**config.mk**
```make
export PLATFORM = sky130hd
export DESIGN_NAME = hazard_stall_ctrl
export DESIGN_NICKNAME = d
export VERILOG_FILES = /design/src/rtl/hazard_stall_ctrl.sv
export SDC_FILE = /design/constraint.sdc
export NUM_CORES = 1
export LEC_CHECK = 0
export CAP_MARGIN = 20
export CORE_MARGIN = 5
export CORE_UTILIZATION = 42
export DETAILED_ROUTE_END_ITERATION = 6
export PLACE_DENSITY = 0.88
export RECOVER_POWER = 100
export SLEW_MARGIN = 15
export SYNTH_ARGS = -nofsm -noshare
export SYNTH_HDL_FRONTEND = slang
export SYNTH_SLANG_ARGS = --single-unit
```
**constraint.sdc**
```tcl
create_clock -name clk -period 2.2 [get_ports clk]
set_input_delay 0.44 -clock clk [delete_from_list [all_inputs] [get_ports clk]]
set_output_delay 0.44 -clock clk [all_outputs]
set_load 0.05 [all_outputs]
```
**src/rtl/hazard_stall_ctrl.sv**
```systemverilog
// Pipeline hazard controller: load-use stalls, taken-branch flushes and data-memory
// wait-state freezes, with a memory-wait timeout and saturating performance counters.
module hazard_stall_ctrl #(
    parameter int unsigned MEM_TIMEOUT = 16,
    parameter int unsigned CNT_W       = 16
) (
    input  logic             clk,
    input  logic             rst,
    input  logic [4:0]       if_id_rs1_addr,
    input  logic [4:0]       if_id_rs2_addr,
    input  logic             if_id_uses_rs1,
    input  logic             if_id_uses_rs2,
    input  logic [4:0]       id_ex_rd_addr,
    input  logic             id_ex_memread,
    input  logic             ex_branch_taken,
    input  logic             dmem_req,
    input  logic             dmem_ready,
    output logic             pc_write_en,
    output logic             if_id_write_en,
    output logic             if_id_flush,
    output logic             id_ex_write_en,
    output logic             id_ex_flush,
    output logic             ex_mem_write_en,
    output logic             mem_wb_bubble,
    output logic             mem_timeout_err,
    output logic [CNT_W-1:0] stall_cycles,
    output logic [CNT_W-1:0] flush_events
);

    localparam int unsigned WCNT_W = $clog2(MEM_TIMEOUT);

    localparam logic [1:0] ST_IDLE = 2'd0;
    localparam logic [1:0] ST_WAIT = 2'd1;
    localparam logic [1:0] ST_ERR  = 2'd2;

    localparam logic [WCNT_W-1:0] WCNT_LAST = WCNT_W'(MEM_TIMEOUT - 1);
    localparam logic [CNT_W-1:0]  CNT_MAX   = '1;

    logic [1:0]        state_q, state_d;
    logic [WCNT_W-1:0] wait_cnt_q, wait_cnt_d;
    logic              err_q, err_d;
    logic [CNT_W-1:0]  stall_q, stall_d;
    logic [CNT_W-1:0]  flush_q, flush_d;

    logic mem_freeze_c;
    logic load_use_c;

    // Hazard detection
    always_comb begin
        mem_freeze_c = 1'b0;
        case (state_q)
            ST_IDLE: mem_freeze_c = dmem_req && !dmem_ready;
            ST_WAIT: mem_freeze_c = !dmem_ready;
            default: mem_freeze_c = 1'b0;
        endcase

        load_use_c = id_ex_memread && (id_ex_rd_addr != 5'd0) &&
                     ((if_id_uses_rs1 && (id_ex_rd_addr == if_id_rs1_addr)) ||
                      (if_id_uses_rs2 && (id_ex_rd_addr == if_id_rs2_addr)));
    end

    // Mealy pipeline controls, priority freeze > branch > load-use
    always_comb begin
        pc_write_en     = 1'b1;
        if_id_write_en  = 1'b1;
        if_id_flush     = 1'b0;
        id_ex_write_en  = 1'b1;
        id_ex_flush     = 1'b0;
        ex_mem_write_en = 1'b1;
        mem_wb_bubble   = 1'b0;

        if (rst) begin
            if_id_flush   = 1'b1;
            id_ex_flush   = 1'b1;
            mem_wb_bubble = 1'b1;
        end else if (mem_freeze_c) begin
            pc_write_en     = 1'b0;
            if_id_write_en  = 1'b0;
            id_ex_write_en  = 1'b0;
            ex_mem_write_en = 1'b0;
            mem_wb_bubble   = 1'b1;
        end else if (ex_branch_taken) begin
            if_id_flush = 1'b1;
            id_ex_flush = 1'b1;
        end else if (load_use_c) begin
            pc_write_en    = 1'b0;
            if_id_write_en = 1'b0;
            id_ex_flush    = 1'b1;
        end
    end

    // Memory-wait FSM and saturating counters
    always_comb begin
        state_d    = state_q;
        wait_cnt_d = wait_cnt_q;
        err_d      = err_q;

        case (state_q)
            ST_IDLE: begin
                if (dmem_req && !dmem_ready) begin
                    state_d    = ST_WAIT;
                    wait_cnt_d = WCNT_W'(1);
                end
            end
            ST_WAIT: begin
                if (dmem_ready) begin
                    state_d    = ST_IDLE;
                    wait_cnt_d = '0;
                end else if (wait_cnt_q == WCNT_LAST) begin
                    state_d    = ST_ERR;
                    wait_cnt_d = '0;
                    err_d      = 1'b1;
                end else begin
                    wait_cnt_d = wait_cnt_q + WCNT_W'(1);
                end
            end
            ST_ERR: begin
                err_d = 1'b1;
            end
            default: begin
                state_d    = ST_IDLE;
                wait_cnt_d = '0;
            end
        endcase

        stall_d = stall_q;
        if (!pc_write_en && (stall_q != CNT_MAX)) begin
            stall_d = stall_q + CNT_W'(1);
        end

        flush_d = flush_q;
        if (if_id_flush && (flush_q != CNT_MAX)) begin
            flush_d = flush_q + CNT_W'(1);
        end
    end

    always_ff @(posedge clk) begin
        if (rst) begin
            state_q    <= ST_IDLE;
            wait_cnt_q <= '0;
            err_q      <= 1'b0;
            stall_q    <= '0;
            flush_q    <= '0;
        end else begin
            state_q    <= state_d;
            wait_cnt_q <= wait_cnt_d;
            err_q      <= err_d;
            stall_q    <= stall_d;
            flush_q    <= flush_d;
        end
    end

    assign mem_timeout_err = err_q;
    assign stall_cycles    = stall_q;
    assign flush_events    = flush_q;

endmodule

```
-- Yosys cells after proc, flatten, opt, wreduce, memory -nomap -nowiden
Index checks and enable logic that the tools add are counted.
- bits in registers: 39
- ROM bits: 0
- logic and storage cells: 63
- memories kept: 0
- memory bits (writable): 0
- bits in latches: 0
- input bits: 23
- $mul: 0
- add/subtract/negate cells: 3
- equal/unequal tests: 11
- bitwise gates (word level): 1
- reductions and logical operators: 16
- magnitude comparators: 0
- div/mod/pow operators: 0
- mux-type cells: 27
- shift-type cells: 0
- operator list (cell ; count):
    16-bit by 1-bit adder with 16-bit output (second input constant) ; 2
    16-bit != test (second input constant) ; 2
    1-bit two-way mux ; 17
    4-bit two-way mux ; 3
    4-bit case mux with 3 select lines ; 1
    5-bit equality test ; 2
    1-bit logical AND ; 7
    2-bit two-way mux ; 3
    2-bit != test (second input constant) ; 3
    2-bit case mux with 3 select lines ; 1
    3-bit AND reduction ; 2
    5-bit nonzero test ; 1
    4-bit by 1-bit adder with 4-bit output (second input constant) ; 1
    4-bit equality test (second input constant) ; 1
    1-bit case mux with 2 select lines ; 2
    3-bit != test (second input constant) ; 1
    2-bit by 1-bit equality test with 1-bit output (second input constant) ; 1
    2-bit equality test (second input constant) ; 1
    1-bit zero test ; 2
    2-bit zero test ; 1
    2-bit AND reduction ; 1
    2-bit nonzero test ; 1
    1-bit logical OR ; 1
    1-bit NOT ; 1

-- Logic depth before layout (Yosys ltp)
Gate-level depths: netlist (run 1).
- depth in word-level cells: 10
- mapped depth: 10

-- Worst setup path before layout (run 1)
OpenSTA, ideal clock, no wires.
- path kind: input port to output port
- from: input dmem_req
- to: output pc_write_en
- arrival: 2.174 ns
- path buffers: 3
- setup slack: -0.414 ns
- required time: 1.760 ns
- stages: 7
- cell sequence: o21ai_0 > nand2b_1 > o21ai_4 > inv_2 > buf_6 > buf_2 > buf_4
- longest elaborated chain between the ends: 4
- ends and longest elaborated chain (item ; RTL line ; RTL):
    from (decl) ; 16 ; input logic dmem_req,
    1-bit logical AND ; 52 ; ST_IDLE: mem_freeze_c = dmem_req && !dmem_ready;
    1-bit case mux with 2 select lines ; 51 ; case (state_q)
    1-bit two-way mux (2 in series) ; - ;
    to (decl) ; 18 ; output logic pc_write_en,
No other way between the ends.

-- Worst setup path in the final report (run 1)
- from: input if_id_rs2_addr[2]
- to: output pc_write_en
- longest elaborated chain between the ends: 8
- ends and longest elaborated chain (item ; RTL line ; RTL):
    from (decl) ; 10 ; input logic [4:0] if_id_rs2_addr,
    5-bit equality test ; 59 ; (if_id_uses_rs2 && (id_ex_rd_addr == if_id_rs2_addr)));
    1-bit logical AND ; 59 ;
    1-bit logical OR ; 58 ; ((if_id_uses_rs1 && (id_ex_rd_addr == if_id_rs1_addr)) ||
    1-bit logical AND ; 57 ; load_use_c = id_ex_memread && (id_ex_rd_addr != 5'd0) &&
    1-bit two-way mux ; 85 ; end else if (load_use_c) begin
    1-bit two-way mux ; 82 ; end else if (ex_branch_taken) begin
    1-bit two-way mux ; 76 ; end else if (mem_freeze_c) begin
    1-bit two-way mux ; 72 ; if (rst) begin
No other way between the ends.

==> out/results.ini, run 1 <==
[run_status]
status = complete, but fails checks
violations = negative setup slack

[clock_tree]
hold_buffers = 0
cts_buffers = 5
clkTransAtPathRegs_ns = 0.08
clock_sink_count = 39
cts_buffer_depth = 2
clock_latency_ns = 0.30
cts_root_buf = clkbuf_8
cts_tree = done
htree_levels = 2

[routing]
wl_mm = 5.864
drtIter0Drc = 85
ant_nets = 0
wl_per_cell_um = 14.55
vias = 2193
routed_via_density = 5.442
drc = 0
firstDrtPassIters = 4

[setup_path]
cpPeakStageDelay_ns = 0.47
crit_end = pc_write_en
crit_top_cell = buf_12
r2r-start = state_q[0]
reg2reg_depth = 8
required_ns = 1.76
cpMaxStageDelayCell = clkdlybuf4s50_1
crit_type = primary input to primary output
r2r-end = stall_cycles[11]
crit_start = if_id_rs2_addr[2]
end_kind = primary output
crit_arrival_ns = 1.78
path_max_fanout = 4
critical_path.startpoint_type = primary input
reg2reg_slack_ns = 0.12
crit_chain = clkdlybuf4s50_1, xnor2_1, a32oi_2, o21ai_4, clkinv_4, buf_12, buf_12

[timing]
rsz0062_at_grt = true
relSlewSlack_pct = 50.30
finalClockSkew_ns = 0.004976
min_period_over_period_pct = 101.1
max_slew.worst_pin.slew_ns = 0.7455
setup_tns_ns = -0.04277
fin_ws_ns = -0.02322
hold_viol_final = 0
fmax_ghz = 0.4498
finalCriticalPeriod_ns = 2.223
final-setup-viol-count = 2
finalMaxSlewViolations = 0

[power]
power_leakage_nw = 1.126
irDropWorstVdd_mv = 0.5421
p_per_area_nw_per_um2 = 472.6

[global_route]
grt_pass1_vias = 2198
grt.overflow.total = 0
grt.total_usage_pct = 19.40
grt_pass1_wl_mm = 9.963
antenna_found_initial = 0
grt_max_degree = 37

[floorplanning]
num_rows = 25
die_area_um2 = 6486
die_width_um = 80.54
start_util_pct = 43.66
pin_count = 63
die_h_um = 80.54
core-area_um2 = 4786

[final_layout]
area_growth_pct = 50.24
final_cell_mix = clkdlybuf4s50_1 (39), dfxtp_1 (34), nor2_1 (28)
design_area_um2 = 3139
layout-drive-gt1-share_pct = 20.83
antennaDiodeCount = 0
final_common_cell = clkdlybuf4s50_1
fin_nets = 361
final_core_util_pct = 65.59
nFillCells = 409

[placement]
dp_hpwl_mm = 4.148
place_area_um2 = 2997
port_buffers = 62
place.gp.congestion = 0.8963

[synthesis]
synth_cell_types = 46
syn_area_per_cell_um2 = 8.226
synthDominantCellAreaShare_pct = 37.37
synth_area_leaders = dfxtp_1 (37%), nand3_1 (5.5%), xor2_1 (5.4%)
netlist_area_um2 = 2090
ys_seq_area_share_pct = 37.37
synthArstFlopShare_pct = 0
synthCells = 254
ys_warn_count = 0
yosys.area.top_type = dfxtp_1
synth_ff_type = dfxtp_1
synth_nets = 280
synth_edf_count = 0
ys_ff_latch = 39

[worst_hold_path]
hold_class = register to register

[run]
cap_violations = 0

==> sequential cells by signal, summed over array words and instances, names as in the netlist <==
name and cells:
mem_timeout_err 1, state_q 2, flush_events 16, wait_cnt_q 4, stall_cycles 16
==> power breakdown <==
part / total, mW / switching (mW) / leakage (nW) / internal, mW
clock network: 0.475 / 0.252 / 0.0422 / 0.223
logic: 0.279 / 0.149 / 0.767 / 0.130
registers: 0.729 / 0.0141 / 0.318 / 0.715
total: 1.48 / 0.415 / 1.13 / 1.07
==> synth_stat cells, drive strengths merged, types with 4 or more instances <==
| master | instances |
|---|---|
| nand4 | 9 |
| buf | 8 |
| or4 | 7 |
| inv | 7 |
| o21ai | 8 |
| nor2 | 29 |
| and4 | 4 |
| mux2i | 4 |
| nand3 | 23 |
| xnor2 | 11 |
| nor4 | 6 |
| o31ai | 6 |
| clkbuf | 4 |
| a21oi | 15 |
| dfxtp | 39 |
| nand2 | 21 |
| nor3 | 8 |
| xor2 | 13 |
==> per-stage QoR <==
step                cells  worst slack (ns)  power [mW]  hold WS (ns)
CTS                   402         -0.003295       1.493        0.4562
floorplan             254          -0.03191      0.8873        0.4674
global placement      390           -0.5569       1.013        0.4363
global route          403           -0.1008       1.552        0.4926
finish                403          -0.02322       1.484        0.4513
detailed placement    390           -0.5767       1.019        0.4429
==> how the worst min path moves through the flow <==
stage	endpoint	slack, ns	depth (start not counted)	start
after global routing	mem_timeout_err	0.49	2	mem_timeout_err
after detailed placement	mem_timeout_err	0.44	2	mem_timeout_err
after global placement	mem_timeout_err	0.44	2	mem_timeout_err
final	mem_timeout_err	0.45	2	mem_timeout_err
after floorplan	wait_cnt_q[3]	0.47	2	wait_cnt_q[3]
after CTS	mem_timeout_err	0.46	2	mem_timeout_err
==> layer usage <==
metal | track usage [%] | part of all wire, %
met1 | 22.31 | 42
met2 | 34.93 | 52
met3 | 5.717 | 5.4
met4 | 4.730 | 1.0
met5 | 0 | 0
==> worst max-delay path: cells and delay by family <==
kind,cells,cell delay [ns]
buffers and inverters,4,0.85
AO/OA/AOI/OAI,2,0.36
XOR/XNOR,1,0.13
==> logic make-up after synthesis <==
group	synth area share (%)
buf+inv	4.311
simple gates	29.82
flops	37.37
xor+xnor	10.06
fa+ha+maj	1.797
compound gates	13.11
mux	3.533
==> layout make-up <==
cell class | count | area, um2 | share of cell area [%]
Clock buffer | 7 | 76.32 | 2.431
Clock inverter | 1 | 5.005 | 0.1594
Inverter | 7 | 31.28 | 0.9964
Multi-Input combinational cell | 196 | 1297 | 41.33
Sequential cell | 39 | 789.5 | 25.15
Tap cell | 67 | 83.83 | 2.670
Timing Repair Buffer | 86 | 855.8 | 27.26
==> timing repair <==
item | 4_1_cts | 5_1_grt
gates resized for setup | 50 | 17
pin swaps | 14 | 4
setup endpoints to repair | 18 | 7
setup buffers | 4 | 1
Power figures use the tool's default switching activity.
==> run 2, diff against run 1 <==
--- a/config.mk
+++ b/config.mk
@@ -6,12 +6,14 @@
 export NUM_CORES = 1
 export LEC_CHECK = 0
 export CAP_MARGIN = 20
+export CELL_PAD_IN_SITES_DETAIL_PLACEMENT = 2
+export CELL_PAD_IN_SITES_GLOBAL_PLACEMENT = 2
 export CORE_MARGIN = 5
-export CORE_UTILIZATION = 42
+export CORE_UTILIZATION = 24
 export DETAILED_ROUTE_END_ITERATION = 6
 export PLACE_DENSITY = 0.88
 export RECOVER_POWER = 100
-export SLEW_MARGIN = 15
+export SLEW_MARGIN = 40
 export SYNTH_ARGS = -nofsm -noshare
 export SYNTH_HDL_FRONTEND = slang
 export SYNTH_SLANG_ARGS = --single-unit
==> out/results.ini, run 2 (synthesis gave the netlist of run 1 again) <==
[run_status]
status = complete, but fails checks
violations = negative setup slack

[setup_path]
cpPeakStageDelay_ns = 0.54
required_ns = 2.41
crit_chain = buf_4, xor2_2, nor4_4, a32oi_2, o21ai_4, clkinv_4, buf_4, or4_1, a21oi_1
end_kind = register
crit_type = primary input to register
r2r-end = stall_cycles[3]
crit_arrival_ns = 2.45
reg2reg_slack_ns = 0.05
reg2reg_depth = 8
path_buf_inv = 3
r2r-start = state_q[0]
cpLargestDelayFamily = simple AND/OR/NAND/NOR gates
path_max_fanout = 11
crit_top_cell = buf_4
critical_path.startpoint_type = primary input
cpMaxStageDelayCell = or4_1

[clock_tree]
cts_buffer_depth = 2
htree_levels = 2
cts_tree = done
cts_buffers = 5
cts_root_buf = clkbuf_8
clock_sink_count = 39
clock_latency_ns = 0.30
clkTransAtPathRegs_ns = 0.09
hold_buffers = 0

[routing]
drc = 0
drtIter0Drc = 74
ant_nets = 0
firstDrtPassIters = 4
routed_via_density = 5.083
wl_mm = 8.506
wl_per_cell_um = 19.07
vias = 2267

[final_layout]
antennaDiodeCount = 0
final_cell_mix = dfxtp_1 (35), nor2_1 (28), nand3_1 (22)
layout-drive-gt1-share_pct = 22.78
nFillCells = 952
area_growth_pct = 57.19
fin_nets = 363
final_common_cell = dfxtp_1
layout.cells.non_filler = 446

[timing]
min_period_over_period_pct = 102.1
hold_viol_final = 0
finalCriticalPeriod_ns = 2.245
max_slew.worst_pin.slew_ns = 0.8069
relSlewSlack_pct = 46.20
rsz0062_at_grt = true
fmax_ghz = 0.4454
finalClockSkew_ns = 0.009948
finalMaxSlewViolations = 0
fin_ws_ns = -0.04516
final-setup-viol-count = 4

[power]
p_per_area_nw_per_um2 = 507.1
finalPower_mw = 1.665
power_leakage_nw = 1.227
irDropWorstVdd_mv = 0.2653

[global_route]
grt_pass1_wl_mm = 13.08
grt.overflow.total = 0
grt_pass1_vias = 2426
grt.total_usage_pct = 15.79
grt_max_degree = 37
antenna_found_initial = 0

[floorplanning]
die_area_um2 = 10670
core-area_um2 = 8593
num_rows = 34
pin_count = 63
die_h_um = 103.3
start_util_pct = 24.32
die_width_um = 103.3

[placement]
dp_hpwl_mm = 5.915
placed_cells = 434
place.gp.congestion = 0.8143
port_buffers = 62

[worst_hold_path]
holdPathStages = 2
min_from = mem_timeout_err
hold_class = register to register
hold_end = mem_timeout_err

[run]
cap_violations = 0

-- run 2: changes by cell type in the layout (fill, tap and decap cells not counted), sizes merged, moves of 2 or more --
cell	before	now
clkdlybuf4s50	39	21
clkbuf	11	13
dlygate4sd3	0	17
buf	37	35
-- run 2: timing repair --
action,4_1_cts,5_1_grt
pin swaps,12,1
buffers inserted,4,0
setup endpoints to repair,21,14
resized for setup,57,22
-- run 2: area by class of cell --
| type | count | area (um2) | area share [%] |
|---|---|---|---|
| Sequential cell | 39 | 785.8 | 23.92 |
| Multi-Input combinational cell | 196 | 1376 | 41.90 |
| Clock buffer | 5 | 68.82 | 2.095 |
| Clock inverter | 3 | 43.79 | 1.333 |
| Timing Repair Buffer | 88 | 843.3 | 25.68 |
| Inverter | 7 | 31.28 | 0.9524 |
| Tap cell | 108 | 135.1 | 4.114 |
-- run 2: how the worst max path moves through the flow --
stage	from	endpoint	slack, ns	cells after the start
floorplan	id_ex_rd_addr[1]	pc_write_en	-0.03	8
global placement	id_ex_rd_addr[1]	pc_write_en	-0.58	8
detailed placement	id_ex_rd_addr[3]	stall_cycles[15]	-0.70	8
CTS	if_id_rs2_addr[0]	pc_write_en	-0.05	8
global route	id_ex_rd_addr[3]	stall_cycles[3]	-0.14	9
finish	id_ex_rd_addr[1]	stall_cycles[3]	-0.05	9
-- run 2: metal layers --
metal / GRT usage, % / routed length (um) / vias up / part of all wire [%]
li1: - / - / 1079 / -
met1: 18.00 / 3425 / 1138 / 40
met2: 29.85 / 4655 / 42 / 55
met3: 3.421 / 329 / 8 / 3.9
met4: 3.685 / 95 / 0 / 1.1
met5: 0 / 0 / - / 0
-- run 2: metrics by stage --
stage               area, um2  utilization, %  setup WS (ns)  TNS [ns]  hold WS [ns]
floorplan                2147               -       -0.03191  -0.04449        0.4674
finish                   3284           38.22       -0.04516   -0.1582        0.4609
detailed placement       3045           35.44        -0.7028    -10.88        0.4483
global route             3284           38.22        -0.1428    -1.003        0.4881
global placement         3045           35.44        -0.5805    -6.962        0.4390
CTS                      3227           37.55       -0.05064   -0.1038        0.4652
-- run 2: where the power goes --
group / switching (mW) / total (mW) / leakage (nW) / internal (mW)
sequential: 0.0140 / 0.730 / 0.317 / 0.716
combinational: 0.176 / 0.311 / 0.852 / 0.135
clock: 0.286 / 0.625 / 0.0581 / 0.338
-- run 2: tightest hold or removal path, cell delays in order, from the launching register on --
cell	delay, ns
dfxtp_1	0.32
inv_1	0.05
a21oi_1	0.05
==> run 3, diff against run 2 <==
--- a/config.mk
+++ b/config.mk
@@ -8,7 +8,7 @@
 export CAP_MARGIN = 20
 export CELL_PAD_IN_SITES_DETAIL_PLACEMENT = 2
 export CELL_PAD_IN_SITES_GLOBAL_PLACEMENT = 2
-export CORE_MARGIN = 5
+export CORE_MARGIN = 1
 export CORE_UTILIZATION = 24
 export DETAILED_ROUTE_END_ITERATION = 6
 export PLACE_DENSITY = 0.88
==> out/results.ini, run 3 (synthesis gave the netlist of run 1 again) <==
[setup_path]
path_buf_inv = 4
critical_path.startpoint_type = primary input
cpPeakStageDelay_ns = 0.33
path_max_fanout = 4
end_kind = primary output
crit_arrival_ns = 1.83
crit_type = primary input to primary output
required_ns = 1.76
crit_chain = buf_2, xor2_2, nor4_2, a32oi_2, o21ai_4, inv_6, buf_6, buf_12
cpLargestDelayFamily = buffers and inverters
cpMaxStageDelayCell = nor4_2

[final_layout]
area_growth_pct = 57.37
final_core_util_pct = 39.42
fin_nets = 366
final_common_cell = clkdlybuf4s50_1
multi_input_area_um2 = 1368
layout-drive-gt1-share_pct = 24.34
final_cell_mix = clkdlybuf4s50_1 (37), dfxtp_1 (35), nor2_1 (28)
regArea_um2 = 785.8
nFillCells = 927
antennaDiodeCount = 0

[placement]
pre_cts_ws_ns = -0.6812
port_buffers = 62
place.gp.congestion = 0.7432
dp_hpwl_mm = 5.594

[global_route]
grt.overflow.total = 0
grt_max_degree = 37
grt_pass1_wl_mm = 12.64
grt.total_usage_pct = 18.28
grt_pass1_vias = 2471
antenna_found_initial = 0

[routing]
firstDrtPassIters = 4
vias = 2249
routed_via_density = 5.043
drc = 0
wl_per_cell_um = 17.88
wl_mm = 7.973
ant_nets = 0
drtIter0Drc = 33

[floorplanning]
pin_count = 63
start_util_pct = 25.05
die_h_um = 95.31
die_width_um = 95.31
num_rows = 33
core-area_um2 = 8341
die_area_um2 = 9083

[power]
power_leakage_nw = 1.181
p_per_area_nw_per_um2 = 479.1
irDropWorstVdd_mv = 0.3669

[clock_tree]
htree_levels = 2
cts_root_buf = clkbuf_8
cts_tree = done
cts_buffers = 5
hold_buffers = 0
cts_buffer_depth = 2
clock_sink_count = 39
clock_latency_ns = 0.29
clkTransAtPathRegs_ns = 0.07

[timing]
max_slew.worst_pin.slew_ns = 0.5313
fin_ws_ns = -0.07022
relSlewSlack_pct = 64.47
rsz0062_at_grt = true
min_period_over_period_pct = 103.2
finalClockSkew_ns = 0.005534
hold_viol_final = 0
setup_tns_ns = -0.1396
final-setup-viol-count = 2
fmax_ghz = 0.4405
finalMaxSlewViolations = 0
finalCriticalPeriod_ns = 2.270

[run_status]
violations = negative setup slack
status = complete, but fails checks

[worst_hold_path]
hold_class = register to register

[run]
cap_violations = 0

-- run 3: report_power, final --
group	internal (mW)	switching, mW
Sequential	0.716	0.0140
Combinational	0.136	0.168
Clock	0.287	0.255
Total	1.14	0.437
-- run 3: worst paths after layout --
check,from,end,slack [ns],cells after the start
setup reg to reg,state_q[0],stall_cycles[10],0.14,8
setup / recovery,id_ex_rd_addr[0],if_id_write_en,-0.07,8
hold reg to reg,mem_timeout_err,mem_timeout_err,0.45,2
hold / removal,mem_timeout_err,mem_timeout_err,0.45,2
-- run 3: per-layer routing --
| layer | wire length (um) | share of wire, % | GRT usage [%] | vias up |
|---|---|---|---|---|
| met3 | 247 | 3.1 | 3.429 | 8 |
| met1 | 3345 | 42 | 21.03 | 1116 |
| met5 | 0 | 0 | 0 | - |
| met2 | 4268 | 54 | 34.05 | 45 |
| met4 | 111 | 1.4 | 5.051 | 0 |
| li1 | - | - | - | 1080 |
-- run 3: tightest hold or removal path, delay by kind of cell (launching register included) --
kind / cells / cell delay (ns)
buffers and inverters: 1 / 0.05
AOI/OAI and AO/OA: 1 / 0.05
DFF: 1 / 0.31
-- run 3: cell type report --
cell class	count	share of cell area, %
clock buffers	8	3.044
well taps	105	3.995
repair inverters	1	0.1142
multi-input cells	196	41.59
inverters	7	0.9513
flip-flops and latches	39	23.90
repair buffers	90	26.41
-- run 3: metrics by stage --
step	total power, mW	instance area (um2)	hold slack [ns]	std cells
floorplan	0.8873	2147	0.4674	254
global placement	1.015	3049	0.4415	432
detailed placement	1.029	3049	0.4488	432
CTS	1.585	3237	0.4634	446
global route	1.640	3288	0.4971	446
finish	1.575	3288	0.4510	446
-- run 3: what timing repair did --
item,in CTS,in global routing
pin swaps,15,4
cloned,1,0
setup endpoints to repair,20,10
gates resized for setup,61,16
buffers inserted,5,0
